===== config.mk =====
export PLATFORM = sky130hd
export DESIGN_NAME = train_track_plant
export DESIGN_NICKNAME = d
export VERILOG_FILES = /design/src/rtl/train_track_pkg.sv /design/src/rtl/train_track_plant_train.sv /design/src/rtl/train_track_plant.sv
export SDC_FILE = /design/constraint.sdc
export NUM_CORES = 1
export LEC_CHECK = 0
export ABC_AREA = 1
export CORE_MARGIN = 5
export CORE_UTILIZATION = 53
export DETAILED_ROUTE_END_ITERATION = 8
export DONT_BUFFER_PORTS = 1
export GPL_ROUTABILITY_DRIVEN = 0
export HOLD_SLACK_MARGIN = 0.08
export PLACE_DENSITY = 0.7
export SETUP_SLACK_MARGIN = 0.3
export SYNTH_ARGS = -nofsm -noshare
export SYNTH_HDL_FRONTEND = slang
export SYNTH_SLANG_ARGS = --single-unit

===== constraint.sdc =====
create_clock -name Clock -period 3.7 [get_ports Clock]
set_input_delay 0.37 -clock Clock [delete_from_list [all_inputs] [get_ports Clock]]
set_output_delay 0.37 -clock Clock [all_outputs]
set_load 0.02 [all_outputs]

===== src/rtl/train_track_pkg.sv =====
// Shared types and encodings for the two-train, three-track plant model.
`default_nettype none

package train_track_pkg;

  typedef enum logic [1:0] {
    LOOP     = 2'd0,
    SHARED   = 2'd1,
    DERAILED = 2'd2
  } seg_t;

  typedef enum logic {
    TRAIN_A = 1'b0,
    TRAIN_B = 1'b1
  } train_id_t;

  localparam logic [1:0] DRV_FWD = 2'b01;
  localparam logic [1:0] DRV_REV = 2'b10;

  // Switch values that route train A; train B uses the inverted value.
  localparam logic SW1_A = 1'b0;
  localparam logic SW2_A = 1'b0;

endpackage

`default_nettype wire


===== src/rtl/train_track_plant_train.sv =====
// One train: segment/position state, exit pulse and derail detection.
`default_nettype none

module track_plant_train
  import train_track_pkg::*;
#(
  parameter int        LOOP_LEN   = 8,
  parameter int        SHARED_LEN = 6,
  parameter int        POS_W      = 3,
  parameter int        INIT       = 0,
  parameter train_id_t ID         = TRAIN_A
) (
  input  logic             Clock,
  input  logic             reset,
  input  logic             tick,
  input  logic [1:0]       drive,
  input  logic             sw1,
  input  logic             sw2,
  input  logic             sw3,
  output seg_t             seg,
  output logic [POS_W-1:0] pos,
  output logic             exit_pulse,
  output logic             derailed
);

  localparam logic [POS_W-1:0] LOOP_END   = POS_W'(LOOP_LEN - 1);
  localparam logic [POS_W-1:0] SHARED_END = POS_W'(SHARED_LEN - 1);
  localparam logic [POS_W-1:0] INIT_POS   = POS_W'(INIT);
  localparam logic             SW1_SEL    = (ID == TRAIN_A) ? SW1_A : ~SW1_A;
  localparam logic             SW2_SEL    = (ID == TRAIN_A) ? SW2_A : ~SW2_A;

  seg_t             seg_next;
  logic [POS_W-1:0] pos_next;
  logic             exit_next;

  always_comb begin
    seg_next  = seg;
    pos_next  = pos;
    exit_next = 1'b0;
    // The spur diverter wrecks a train on shared immediately, tick or not.
    if (seg == SHARED && sw3) begin
      seg_next = DERAILED;
    end else if (tick && seg != DERAILED) begin
      case (drive)
        DRV_FWD: begin
          if (seg == LOOP) begin
            if (pos < LOOP_END) begin
              pos_next = pos + 1'b1;
            end else if (sw1 == SW1_SEL) begin
              seg_next = SHARED;
              pos_next = '0;
            end else begin
              seg_next = DERAILED;
            end
          end else begin
            if (pos < SHARED_END) begin
              pos_next = pos + 1'b1;
            end else if (sw2 == SW2_SEL) begin
              seg_next  = LOOP;
              pos_next  = '0;
              exit_next = 1'b1;
            end else begin
              seg_next = DERAILED;
            end
          end
        end
        DRV_REV: begin
          if (pos != '0) pos_next = pos - 1'b1;
        end
        default: ;
      endcase
    end
  end

  always_ff @(posedge Clock) begin
    if (reset) begin
      seg        <= LOOP;
      pos        <= INIT_POS;
      exit_pulse <= 1'b0;
    end else begin
      seg        <= seg_next;
      pos        <= pos_next;
      exit_pulse <= exit_next;
    end
  end

  // Derailed is terminal until reset, so the segment itself is the sticky flag.
  assign derailed = (seg == DERAILED);

endmodule

`default_nettype wire


===== src/rtl/train_track_plant.sv =====
// Plant model for the two-train layout: prescaler, both trains and sensor decode.
`default_nettype none

module train_track_plant
  import train_track_pkg::*;
#(
  parameter int LOOP_LEN   = 8,
  parameter int SHARED_LEN = 6,
  parameter int TICK_DIV   = 4,
  parameter int A_INIT     = 0,
  parameter int B_INIT     = 0
) (
  input  logic       Clock,
  input  logic       reset,
  input  logic       SW1,
  input  logic       SW2,
  input  logic       SW3,
  input  logic       DA1,
  input  logic       DA0,
  input  logic       DB1,
  input  logic       DB0,
  output logic       S1,
  output logic       S2,
  output logic       S3,
  output logic       S4,
  output logic       S5,
  output logic       collision,
  output logic       derail,
  output logic [1:0] a_seg,
  output logic [1:0] b_seg
);

  localparam int POS_W = $clog2((LOOP_LEN > SHARED_LEN) ? LOOP_LEN : SHARED_LEN);
  localparam int CNT_W = (TICK_DIV > 1) ? $clog2(TICK_DIV) : 1;
  localparam logic [CNT_W-1:0] CNT_LAST   = CNT_W'(TICK_DIV - 1);
  localparam logic [POS_W-1:0] LOOP_END   = POS_W'(LOOP_LEN - 1);
  localparam logic [POS_W-1:0] SHARED_MID = POS_W'(SHARED_LEN / 2);

  logic [CNT_W-1:0] count;
  logic             tick;
  seg_t             seg_a, seg_b;
  logic [POS_W-1:0] pos_a, pos_b;
  logic             exit_a, exit_b;
  logic             derail_a, derail_b;
  logic             both_shared;
  logic             collided;

  assign tick = (count == CNT_LAST);

  always_ff @(posedge Clock) begin
    if (reset || tick) count <= '0;
    else               count <= count + 1'b1;
  end

  track_plant_train #(
    .LOOP_LEN(LOOP_LEN), .SHARED_LEN(SHARED_LEN), .POS_W(POS_W),
    .INIT(A_INIT), .ID(TRAIN_A)
  ) u_train_a (
    .Clock(Clock), .reset(reset), .tick(tick), .drive({DA1, DA0}),
    .sw1(SW1), .sw2(SW2), .sw3(SW3),
    .seg(seg_a), .pos(pos_a), .exit_pulse(exit_a), .derailed(derail_a)
  );

  track_plant_train #(
    .LOOP_LEN(LOOP_LEN), .SHARED_LEN(SHARED_LEN), .POS_W(POS_W),
    .INIT(B_INIT), .ID(TRAIN_B)
  ) u_train_b (
    .Clock(Clock), .reset(reset), .tick(tick), .drive({DB1, DB0}),
    .sw1(SW1), .sw2(SW2), .sw3(SW3),
    .seg(seg_b), .pos(pos_b), .exit_pulse(exit_b), .derailed(derail_b)
  );

  assign both_shared = (seg_a == SHARED) && (seg_b == SHARED);

  // Registered sticky bit plus the live condition so the flag shows on the same edge.
  always_ff @(posedge Clock) begin
    if (reset)            collided <= 1'b0;
    else if (both_shared) collided <= 1'b1;
  end

  assign collision = collided | both_shared;
  assign derail    = derail_a | derail_b;

  assign S1 = (seg_a == LOOP) && (pos_a == LOOP_END);
  assign S2 = (seg_b == LOOP) && (pos_b == LOOP_END);
  assign S3 = exit_b;
  assign S4 = exit_a;
  assign S5 = ((seg_a == SHARED) && (pos_a == SHARED_MID)) ||
              ((seg_b == SHARED) && (pos_b == SHARED_MID));

  assign a_seg = seg_a;
  assign b_seg = seg_b;

endmodule

`default_nettype wire


== Word level (Yosys, flattened, before mapping) ==
Cells that the tools add are included.

* Input port bits: 9
* Output and inout port bits: 11
* Register bits after elaboration: 15
* Word-level logic and storage cells: 119

* Equal/unequal tests: 29
* $lt $le $gt $ge: 4
* Bitwise operators: 8
* Reduce and logical (&&, ||, !) cells: 31
* Multiplexer cells: 32
* Add/subtract/negate cells: 5

{| class="wikitable"
|+ Operators with widths
! cell !! count
|-
| $mux W3 || 12
|-
| $mux W2 || 16
|-
| $ne A4 B3 Y1 const B || 4
|-
| $reduce_and A4 Y1 || 4
|-
| $lt A3 B3 Y1 const B || 4
|-
| $ne A2 B2 Y1 const B || 6
|-
| $ne A3 B2 Y1 const B || 4
|-
| $pmux W3 S2 || 2
|-
| $reduce_and A6 Y1 || 2
|-
| $reduce_bool A2 Y1 || 6
|-
| $reduce_or A6 Y1 || 2
|-
| $eq A2 B2 Y1 const B || 5
|-
| $logic_and A1 B1 Y1 || 9
|-
| $eq A2 B1 Y1 const B || 4
|-
| $add A3 B1 Y3 const B || 2
|-
| $eq A3 B2 Y1 const B || 2
|-
| $eq A3 B3 Y1 const B || 2
|-
| $not A1 Y1 || 6
|-
| $reduce_bool A3 Y1 || 2
|-
| $sub A3 B1 Y3 const B || 2
|-
| $logic_not A2 Y1 || 2
|-
| $ne A2 B1 Y1 const B || 2
|-
| $reduce_or A2 Y1 || 2
|-
| $add A2 B1 Y2 const B || 1
|-
| other kinds (3) || 6
|}

== Logic depth before layout (Yosys ltp) ==
* Word-level depth: 6
* Mapped depth: 9
* Gate-level depth less buffers: 9

== Cells and area by module ==
A second synthesis with hierarchy kept.

* Cells, all modules: 228
* Area, all modules: 1398.8 um^2

{| class="wikitable"
|+ By module, submodules not included
! module !! area an instance (um^2) !! instances !! sequential area each (um^2) !! cells each
|-
| track_plant_train at u_train_b || 641.9 || 1 || 120.1 || 103
|-
| track_plant_train at u_train_a || 575.6 || 1 || 120.1 || 98
|-
| train_track_plant || 181.4 || 1 || 60.1 || 27
|}

== Worst setup path after synthesis ==
OpenSTA, ideal clock, no wires.

* Path type: reg2out
* From: reg u_train_b.pos[0]
* To: out S2
* Slack: 2.320 ns
* Required time: 3.330 ns
* Stages on the path, launching flop included: 5
* Arrival time: 1.010 ns
* Path through: dfxtp_1 -> ha_1 -> ha_1 -> inv_1 -> nor2_1

* Cells in the longest elaborated chain, start to end: 2

{| class="wikitable"
|+ RTL lines
! what !! line !! source
|-
| from (decl) || train_track_plant_train.sv:21 || <nowiki>output logic [POS_W-1:0] pos,</nowiki>
|-
| from (signal assigned) || train_track_plant_train.sv:82 || <nowiki>pos <= pos_next;</nowiki>
|-
| $eq A3 B3 Y1 || train_track_plant.sv:85 || <nowiki>assign S2 = (seg_b == LOOP) && (pos_b == LOOP_END);</nowiki>
|-
| $logic_and A1 B1 Y1 || train_track_plant.sv:85 ||
|-
| to (decl) || train_track_plant.sv:23 || <nowiki>output logic S2,</nowiki>
|}

No other way between the ends.

== Worst setup path in the final report ==
Ends and elaborated chain as after synthesis.

==> impl_table.tex <==
\begin{tabular}{lr}
\hline
Metric & Value \\
\hline
\multicolumn{2}{l}{\textbf{Routing}} \\
\quad Total Wirelength & roughly 2700 um \\
\quad 1st-pass router iterations & 4 \\
\quad Routed via count & between 1,000 and 1,500 \\
\quad Residual antenna-violating net count after detailed routing & 0 \\
\quad Detail-routed net length per standard cell & $\sim$12 um \\
\quad Via-per-instance ratio & 5.31 \\
\quad Violation count after the first detailed-routing iteration & between 40 and 50 \\
\quad Number of remaining DRC errors & 0 \\
\multicolumn{2}{l}{\textbf{Clock network}} \\
\quad Clock root buffer & sky130\_fd\_sc\_hd\_\_clkbuf\_4 \\
\quad Clock tree from TritonCTS & built \\
\quad Clock transition at the registers of the reported paths & 0.09 ns \\
\quad CTS buffer count & 3 \\
\quad Clock tree sinks & 15 \\
\quad H-tree depth & 1 \\
\quad Bufs on Longest Clock Path & 2 \\
\quad Cts repair resizes & 0 \\
\quad Number of setup buffers added after CTS & 0 \\
\quad Hold Buf Count CTS & 0 \\
\quad Clock latency reported for the late side of the worst-skew pair & 0.29 ns \\
\multicolumn{2}{l}{\textbf{Synth}} \\
\quad Adder and majority cell fraction of the synthesized area & roughly 15\% \\
\quad Cell Area, Synth & about 1200 um2 \\
\quad Gate Count Post-Synth & 190 \\
\quad Sequential fraction of the synthesis area & around a quarter \\
\quad Top\_reg\_cell synth & sky130\_fd\_sc\_hd\_\_dfxtp\_1 \\
\quad Count of flip-flops with a built-in enable after synthesis & 0 \\
\quad Number of synthesized register bits & 15 \\
\quad Dominant combinational cell family by area after synthesis & simple AND/OR/NAND/NOR gates \\
\quad Multiplexer fraction of the synthesized cell area & 0\% \\
\quad Number of warnings reported in the yosys synthesis log & 0 \\
\quad Share of async-settable or async-resettable flops after synthesis & 0\% \\
\quad Number of distinct library cells after synthesis & 24 \\
\quad Share of synthesized cell area in and, or, nand and nor gates & between 40\% and 50\% \\
\quad Fraction of the mapped netlist area in compound gates & under 10\% \\
\quad Mean instance size in the synthesized netlist & about 6.5 um2 \\
\quad Nets in the synthesized netlist & between 200 and 250 \\
\quad Synth Area in XOR/XNOR & 0\% \\
\multicolumn{2}{l}{\textbf{Timing}} \\
\quad Final Hold Viols & 0 \\
\quad Final period util & between 40\% and 50\% \\
\quad Setup repair after global routing missed its margin & no \\
\quad Clock skew after layout & slightly below 0.008 ns \\
\quad Worst-case headroom to the max-slew limit & a little under three quarters \\
\quad Final Slew Violations & 0 \\
\quad Count of final setup violators & 0 \\
\quad Setup ws final & around 1.9 ns \\
\quad Post-layout min period & around 1.8 ns \\
\quad Worst-Margin Slew & 0.434 ns \\
\quad Timing-limited maximum frequency & between 500 and 600 MHz \\
\quad Total negative slack & 0 ns \\
\multicolumn{2}{l}{\textbf{Worst setup path}} \\
\quad Required time at the worst-slack endpoint & 3.33 ns \\
\quad Critical path origin & u\_train\_b.pos[0]\$\_SDFFE\_PP0P\_ \\
\quad Worst setup endpoint & S2 \\
\quad Type of the worst setup path & register to output port \\
\quad Arrival time at the worst endpoint & between 1 and 1.5 ns \\
\quad Register-to-register path setup slack & 2.28 ns \\
\quad Number of cells traversed by the worst register-to-register path & 9 \\
\quad Worst-path fanout max & 6 \\
\quad Crit Reg-Reg Startpoint & u\_train\_b.pos[0]\$\_SDFFE\_PP0P\_ \\
\quad Worst Setup End Kind & output port \\
\quad Reg-to-reg endpoint & u\_train\_b.pos[0]\$\_SDFFE\_PP0P\_ \\
\quad Category of the worst setup path launch point & register \\
\multicolumn{2}{l}{\textbf{Finish}} \\
\quad Share of post-route cells with drive strength above 1 & around 12\% \\
\quad Synthesis-to-layout area growth & 4.68\% \\
\quad \# fillers & approximately 230 \\
\quad Layout net count & 218 \\
\quad Area of all sequential standard cells & approximately 300 um2 \\
\quad Combined area of the multi-input logic cells & a little over 800 um2 \\
\quad Total inserted antenna cells & 0 \\
\multicolumn{2}{l}{\textbf{Power}} \\
\quad Power Density & 242 nW/um2 \\
\quad Pleak & approximately 0.64 nW \\
\quad Peak supply drop & a little over 200 uV \\
\quad Total power & between 300 and 400 uW \\
\multicolumn{2}{l}{\textbf{Die}} \\
\quad Row count & 17 \\
\quad Height of the die & 58.2 um \\
\quad Effective utilization at floorplan & between 50\% and 60\% \\
\quad Number of top-level pins & 20 \\
\quad Placeable core area & between 2000 and 2500 um2 \\
\quad Floorplan die area & approximately 3400 um2 \\
\quad Die Span X & about 58 um \\
\multicolumn{2}{l}{\textbf{Global routing}} \\
\quad Number of global-route vias before repair & 1,124 \\
\quad Overall fraction of global-route tracks in use & 17.7\% \\
\quad Global-route wire length before repair & around 4700 um \\
\quad Antenna violations before repair & 0 \\
\quad Pin count of the biggest net entering global routing & 10 \\
\quad Residual overflow from global routing & 0 \\
\multicolumn{2}{l}{\textbf{Worst hold path}} \\
\quad Class of the tightest hold or removal check & input port to register \\
\multicolumn{2}{l}{\textbf{Placed design}} \\
\quad Port buffer count & 0 \\
\quad Estimated wirelength of the detail-placed design & 2100 um \\
\quad Setup WS pre-CTS & roughly 2.2 ns \\
\multicolumn{2}{l}{\textbf{Run status}} \\
\quad Status & completed \\
\multicolumn{2}{l}{\textbf{Job}} \\
\quad Count of max-cap constraint violations & 0 \\
\hline
\end{tabular}
==> critical path, stage by stage (launching register included) <==
cell	delay (ns)
sky130_fd_sc_hd__dfxtp_1	0.43
sky130_fd_sc_hd__ha_1	0.21
sky130_fd_sc_hd__ha_1	0.15
sky130_fd_sc_hd__inv_1	0.04
sky130_fd_sc_hd__nor2_1	0.31
==> Yosys cell counts (2+ instances only) <==
cell type,instances,share of area (%)
sky130_fd_sc_hd__inv_1,22,6.7
sky130_fd_sc_hd__o21ai_1,2,0.81
sky130_fd_sc_hd__or2_2,2,1.0
sky130_fd_sc_hd__nor2_2,2,1.0
sky130_fd_sc_hd__nand2_2,4,2.0
sky130_fd_sc_hd__nor2_1,29,8.9
sky130_fd_sc_hd__nor4_1,2,1.0
sky130_fd_sc_hd__a31oi_1,2,1.0
sky130_fd_sc_hd__a21oi_1,8,3.3
sky130_fd_sc_hd__nand3_1,6,2.4
sky130_fd_sc_hd__inv_2,5,1.5
sky130_fd_sc_hd__dfxtp_1,15,24
sky130_fd_sc_hd__ha_1,15,15
sky130_fd_sc_hd__nand4_1,7,3.6
sky130_fd_sc_hd__nand2_1,53,16
sky130_fd_sc_hd__o21ai_0,4,1.6
sky130_fd_sc_hd__nand3_2,5,4.1
==> worst min path at each step <==
stage                     slack [ns]           startpoint                    end  cells past startpoint
after floorplan                 0.40  count[0]$_SDFF_PP0_    count[0]$_SDFF_PP0_                      1
after global placement          0.41  count[0]$_SDFF_PP0_    count[0]$_SDFF_PP0_                      1
after detailed placement        0.42  count[0]$_SDFF_PP0_    count[0]$_SDFF_PP0_                      1
after CTS                       0.13                reset  collided$_SDFFE_PP0P_                      1
after global routing            0.11                reset    count[0]$_SDFF_PP0_                      1
final                           0.14                reset  collided$_SDFFE_PP0P_                      1
==> per-layer routing <==
| layer | vias up | track usage [%] | part of all wire, % |
|---|---|---|---|
| li1 | 617 | - | - |
| met1 | 531 | 20.6 | 43 |
| met2 | 21 | 30.6 | 51 |
| met3 | 5 | 3.56 | 3.8 |
| met4 | 0 | 8.61 | 1.7 |
| met5 | - | 0 | 0 |
==> where the power goes <==
part	leakage, nW	internal, mW	switching [mW]	total [mW]
registers	0.121	0.167	0.00423	0.171
clock network	0.0177	0.0403	0.0554	0.0956
logic	0.504	0.0177	0.0277	0.0454
total	0.643	0.224	0.0873	0.312
==> layout make-up <==
| type | instances | area share [%] |
|---|---|---|
| clock inverters | 1 | 0.389 |
| flip-flops and latches | 15 | 23.3 |
| multi-input cells | 147 | 63.9 |
| clock buffers | 3 | 1.75 |
| well taps | 28 | 2.72 |
| inverters | 27 | 7.88 |
==> kinds of logic after synthesis <==
logic type | Yosys count
flops | 15
buf+inv | 28
fa+ha+maj | 15
compound gates | 17
simple gates | 115
==> registers in the layout, summed over array words and instances, names as in the netlist <==
register              cells
u_train_a.pos             3
u_train_b.pos             3
count                     2
u_train_a.seg             2
u_train_b.seg             2
collided                  1
u_train_a.exit_pulse      1
u_train_b.exit_pulse      1
==> through the flow <==
stage / cells / hold WS [ns] / utilization [%] / instance area, um2
floorplan: 190 / 0.403 / - / 1230
global placement: 217 / 0.410 / 56.9 / 1260
detailed placement: 217 / 0.415 / 56.9 / 1260
CTS: 221 / 0.128 / 58.1 / 1290
global route: 221 / 0.114 / 58.1 / 1290
finish: 221 / 0.139 / 58.1 / 1290
==> layout by cell type, fill, tap and decap left out, drive strengths merged <==
cell,synthesis,layout
nand2,57,57
nor2,32,32
inv,27,27
ha,15,15
dfxtp,15,15
nand3,12,12
a21oi,8,8
nand4,7,7
o21ai,6,6
clkbuf,0,3
nor4,2,2
a31oi,2,2
or2,2,2
a22o,1,1
nor3b,1,1
nand3b,1,1
nor3,1,1
clkinv,0,1
Note: power is estimated with default switching activity, not from simulation.
